--- src/rtl/mem_stage_pkg.sv ---
// mem_stage_pkg: bus widths and field layout shared by the memory-access stage.
// Provides EXE_TO_MEM_BUS_WD / MEM_TO_WB_BUS_WD and the packed execute-to-memory payload.
package mem_stage_pkg;

    localparam int EXE_TO_MEM_BUS_WD = 160;
    localparam int MEM_TO_WB_BUS_WD  = 152;

    // Field order is MSB first, matching exe_to_mem_bus bit positions.
    typedef struct packed {
        logic        csr_re;
        logic [31:0] csr_wvalue;
        logic [13:0] csr_num;
        logic        csr_we;
        logic [31:0] csr_wmask;
        logic        syscall;
        logic        ertn;
        logic        ld_b;
        logic        ld_bu;
        logic        ld_h;
        logic        ld_hu;
        logic        ld_w;
        logic        signed_option;
        logic        lu12i_w;
        logic        load_op;
        logic        gr_we;
        logic [4:0]  dest;
        logic [31:0] alu_result;
        logic [31:0] pc;
    } exe_to_mem_t;

endpackage

--- src/rtl/mem_stage_load_align.sv ---
// load_align: selects and extends the addressed byte/half/word of load data.
// Ports: rdata (32b word), a (byte offset), ld_b/ld_bu/ld_h/ld_hu/ld_w (load kind), result (32b).
module load_align (
    input  logic [31:0] rdata,
    input  logic [1:0]  a,
    input  logic        ld_b,
    input  logic        ld_bu,
    input  logic        ld_h,
    input  logic        ld_hu,
    input  logic        ld_w,
    output logic [31:0] result
);

    logic [31:0] shifted;
    logic [7:0]  byte_sel;
    logic [15:0] half_sel;

    // Halves use only a[1]; a[0] is ignored.
    always_comb begin
        shifted  = rdata >> {a, 3'b000};
        byte_sel = shifted[7:0];
        half_sel = a[1] ? rdata[31:16] : rdata[15:0];
        result   = ld_b  ? {{24{byte_sel[7]}}, byte_sel} :
                   ld_bu ? {24'b0, byte_sel} :
                   ld_h  ? {{16{half_sel[15]}}, half_sel} :
                   ld_hu ? {16'b0, half_sel} :
                   ld_w  ? rdata : 32'b0;
    end

endmodule

--- src/rtl/mem_stage.sv ---
// mem_stage: memory-access pipeline stage; registers execute payload, aligns load data,
// holds SRAM read data across write-back stalls, and forwards results to decode.
// Ports: clk/resetn; exe_to_mem_valid/bus in, mem_allowin out; data_sram_rdata in;
// wb_allowin in, mem_to_wb_valid/bus out; gr_we_mem, dest_mem, forward_data_mem,
// mem_csr_re, mem_ex out; wb_ex in (flush).
module mem_stage
    import mem_stage_pkg::*;
(
    input  logic                         clk,
    input  logic                         resetn,
    input  logic                         exe_to_mem_valid,
    input  logic [EXE_TO_MEM_BUS_WD-1:0] exe_to_mem_bus,
    output logic                         mem_allowin,
    input  logic [31:0]                  data_sram_rdata,
    input  logic                         wb_allowin,
    output logic                         mem_to_wb_valid,
    output logic [MEM_TO_WB_BUS_WD-1:0]  mem_to_wb_bus,
    output logic                         gr_we_mem,
    output logic [4:0]                   dest_mem,
    output logic [31:0]                  forward_data_mem,
    output logic                         mem_csr_re,
    output logic                         mem_ex,
    input  logic                         wb_ex
);

    exe_to_mem_t r;
    logic        mem_valid;
    logic        mem_ready_go;
    logic        first;
    logic        buf_valid;
    logic [31:0] rdata_buf;
    logic [31:0] rdata;
    logic [31:0] load_result;
    logic [31:0] final_result;
    logic        accept;
    logic        taken;
    logic        unused;

    assign mem_ready_go    = 1'b1;
    assign mem_allowin     = !mem_valid | (mem_ready_go & wb_allowin);
    assign mem_to_wb_valid = mem_valid & mem_ready_go & !wb_ex;
    assign accept          = exe_to_mem_valid & mem_allowin & !wb_ex;
    assign taken           = mem_to_wb_valid & wb_allowin;

    always_ff @(posedge clk or negedge resetn) begin
        if (!resetn) begin
            mem_valid <= 1'b0;
            r         <= '0;
            first     <= 1'b0;
            buf_valid <= 1'b0;
            rdata_buf <= 32'b0;
        end else begin
            mem_valid <= wb_ex ? 1'b0 : mem_allowin ? exe_to_mem_valid : mem_valid;
            if (exe_to_mem_valid & mem_allowin)
                r <= exe_to_mem_bus;
            first <= accept;
            // SRAM data is only valid in the first resident cycle; capture it if we will stall.
            if (first & !taken)
                rdata_buf <= data_sram_rdata;
            if (wb_ex | accept)
                buf_valid <= 1'b0;
            else if (first & !taken)
                buf_valid <= 1'b1;
        end
    end

    assign rdata = buf_valid ? rdata_buf : data_sram_rdata;

    load_align u_load_align (
        .rdata  (rdata),
        .a      (r.alu_result[1:0]),
        .ld_b   (r.ld_b),
        .ld_bu  (r.ld_bu),
        .ld_h   (r.ld_h),
        .ld_hu  (r.ld_hu),
        .ld_w   (r.ld_w),
        .result (load_result)
    );

    assign final_result = r.load_op ? load_result : r.alu_result;

    assign mem_to_wb_bus = {r.csr_re, r.csr_wvalue, r.csr_num, r.csr_we, r.csr_wmask,
                            r.syscall, r.ertn, r.gr_we, r.dest, final_result, r.pc};

    assign gr_we_mem        = r.gr_we & mem_valid;
    assign dest_mem         = mem_valid ? r.dest : 5'd0;
    assign forward_data_mem = mem_valid ? final_result : 32'd0;
    assign mem_csr_re       = r.csr_re & mem_valid;
    assign mem_ex           = r.syscall & mem_valid;

    assign unused = ^{r.signed_option, r.lu12i_w};

endmodule
--- config.mk ---
export PLATFORM = sky130hd
export DESIGN_NAME = mem_stage
export DESIGN_NICKNAME = d
export VERILOG_FILES = /design/src/rtl/mem_stage_pkg.sv /design/src/rtl/mem_stage_load_align.sv /design/src/rtl/mem_stage.sv
export SDC_FILE = /design/constraint.sdc
export NUM_CORES = 1
export LEC_CHECK = 0
export ABC_AREA = 1
export BUFFER_PORTS_ARGS = -buffer_cell sky130_fd_sc_hd__clkbuf_2
export CORE_AREA = 2 2 154 156
export CTS_CLUSTER_DIAMETER = 50
export DETAILED_ROUTE_END_ITERATION = 16
export DIE_AREA = 0 0 156 158
export PLACE_DENSITY = 0.85
export SLEW_MARGIN = 20
export SYNTH_ARGS = -nofsm -noshare
export SYNTH_HDL_FRONTEND = slang
export SYNTH_SLANG_ARGS = --single-unit
--- constraint.sdc ---
create_clock -name clk -period 2.2 [get_ports clk]
set_clock_uncertainty 0.2 [all_clocks]
set_input_delay 0.44 -clock clk [delete_from_list [all_inputs] [get_ports clk]]
set_output_delay 0.44 -clock clk [all_outputs]
set_load 0.01 [all_outputs]
==> metrics.yaml <==
outcome:
  status: "finished, violations left"
  violations: "setup timing"
synthesis:
  netlist_area_um2: 10900
  syn_nets: 1340
  avgSynthCellArea_um2: 9.50
  ys_types: 25
  synth_seq_cells: 193
  synth_warnings: 0
  synth-seq-area-share: 0.445
  syn_inst: 1143
layout:
  fin_nets: 1642
  layout_commonest_cell: "clkbuf_2"
  final_cell_mix: "clkbuf_2, nand2_1, dfrtp_1"
  area_growth_syn_to_layout_pct: 23.6
  stdcell_area_um2: 13400
  drive_above_1_share: 0.486
  fin_cells: 1749
  n_fill_cell: 1952
clocking:
  cts_buffer_depth: 2
  htreeDepth: 4
  cts_buffers: 17
  clkSlewWorstSetupHoldPaths_ps: 90
  clkLatencyLatePin_ps: 430
  cts-root-buf: "clkbuf_16"
  cts_tree: "done"
  clock-sinks: 193
detailed_routing:
  drtPass1Iterations: 5
  drtIter0Drc: 587
  wl_per_cell_um: 17.7
  wl_um: 31000
  drc: 0
  vias: 8787
  viasPerCell: 5.02
  antenna_left: 0
floorplan:
  start_util: 0.471
  io_pins: 391
  die_y_um: 158
  rows: 56
  die-area_um2: 24600
  core_um2: 23100
  fp.dieW_um: 156
global_routing:
  grt_max_degree: 58
  grt_use_total: 0.245
  grt_pass1_wl_um: 46100
  grt_pass1_vias: 8620
  grt-ovfl-total: 0
  antenna_found_initial: 3
sta:
  rsz0062_at_grt: "true"
  drv_slew: 0
  setup_ws_ps: -546
  post-route-min-period_ps: 2750
  fin_crit_sh: 1.25
  relSlewSlack: 0.636
  hold_violations: 0
  setup_violations: 64
  fmax_ghz: 0.364
  tightest_slew_ps: 546
worst_setup_path:
  cp_cell_sequence: "buf_4 > nand2_2 > nand3_2 > nand3_2 > nand2_2 > nand2_4 > clkbuf_16 > nand3_1 > nand2_2 > nor2_1 > clkbuf_2"
  cp-end-kind: "primary output"
  startpoint_type: "flop"
  crit_path_frequent_cell: "nand2_2"
  crit_path_max_fanout: 6
  arrival_ps: 2110
  criticalPathCategory: "reg -> out"
  crit_slowest_cell: "dfrtp_2"
  cp.required_ps: 1560
  slowest_delay_ps: 470
pwr:
  powerDensity_nw_per_um2: 802
  netSwitchingFraction: 0.339
  seqPwrFrac: 0.400
  p_sw_uw: 3640
  p_leak_uw: 0.00743
  comb_power_share: 0.288
  ir_drop_uv: 442
  internal-power_uw: 7120
  clkPwrFrac: 0.313
min_path:
  holdCritPathClass: "in -> reg"
place:
  gp_congestion: 0.926
  dp_slack_ps: -159
  dp_hpwl_um: 23900
  port_buffers: 388
  placement.cell_area_um2: 12300
  dp.cells: 1705
job:
  max-cap-violations: 0
metal layers:
| metal | part of all wire | wire length, um | GRT usage |
|---|---|---|---|
| met2 | 0.51 | 15900 | 0.438 |
| met5 | 0.00097 | 30 | 0 |
| met3 | 0.073 | 2270 | 0.0556 |
| met4 | 0.046 | 1440 | 0.122 |
| met1 | 0.37 | 11400 | 0.275 |
power groups by stage:
stage / logic [uW] / clock network [uW] / registers, uW
global placement: 2830 / 0 / 4320
floorplan: 2140 / 0 / 4260
global route: 3350 / 3580 / 4360
CTS: 3010 / 3410 / 4300
detailed placement: 2910 / 0 / 4350
finish: 3090 / 3360 / 4300
synthesized netlist by cell type, drive strengths merged:
| cell type | number | share of area |
|---|---|---|
| a21oi | 45 | 0.021 |
| a221oi | 1 | 0.00081 |
| buf | 164 | 0.13 |
| clkbuf | 13 | 0.0045 |
| clkinv | 2 | 0.00069 |
| dfrtp | 193 | 0.44 |
| inv | 106 | 0.037 |
| mux2 | 145 | 0.18 |
| nand2 | 262 | 0.092 |
| nand3 | 97 | 0.045 |
| nor2 | 89 | 0.031 |
| o211ai | 2 | 0.0014 |
| o21ai | 23 | 0.011 |
| or2 | 1 | 0.00081 |
stage by stage:
step,total power (uW),util,hold WS [ps],TNS [ps]
2_1_floorplan,6400,-,-55.6,0
3_3_place_gp,7150,0.535,268,-3510
3_5_place_dp,7260,0.535,276,-5990
4_1_cts,10700,0.574,2.81,-27840
5_1_grt,11300,0.582,0.288,-37360
6_report,10800,0.582,19.6,-30810
state kept, by name (all words and copies together) (netlist names):
register / flops
mem_to_wb_bus: 120
r: 38
rdata_buf: 32
buf_valid: 1
first: 1
mem_valid: 1
critical path, delay by kind of cell (launching register included):
family | cells | cell delay [ps]
simple gates | 8 | 730
buf+inv | 3 | 470
flops | 1 | 470
path summary, 6_finish.rpt:
kind,start,endpoint,slack (ps),depth (start not counted)
setup / recovery,buf_valid,forward_data_mem[11],-550,11
hold / removal,exe_to_mem_bus[15],mem_to_wb_bus[15],20,2
setup reg to reg,mem_valid,r[50],340,6
hold reg to reg,rdata_buf[18],rdata_buf[18],300,2
max in group asynchronous,resetn,mem_to_wb_bus[99],830,3
min in group asynchronous,resetn,rdata_buf[5],340,2
layout make-up:
type,instances,area [um^2],area share
Timing Repair Buffer,459,2710,0.202
Multi-Input combinational cell,666,4440,0.331
Clock inverter,15,230,0.0172
Sequential cell,193,4830,0.360
Antenna cell,1,2.50,0.000186
Tap cell,290,363,0.0270
Inverter,108,414,0.0309
Clock buffer,17,425,0.0317
timing repair:
action                                 in CTS  in global routing
gates cloned                                1                  3
setup buffers                               1                  3
endpoints found under the hold margin      50                  1
pin swaps                                   6                  4
hold buffers                                2                  1
gates resized for setup                    60                 39
setup endpoints to repair                  64                 64
kinds of logic after synthesis:
logic type,share of synthesized area
buf+inv,0.172
simple gates,0.168
flops,0.445
mux,0.181
compound gates,0.0335
Note: power is estimated with default switching activity, not from simulation.
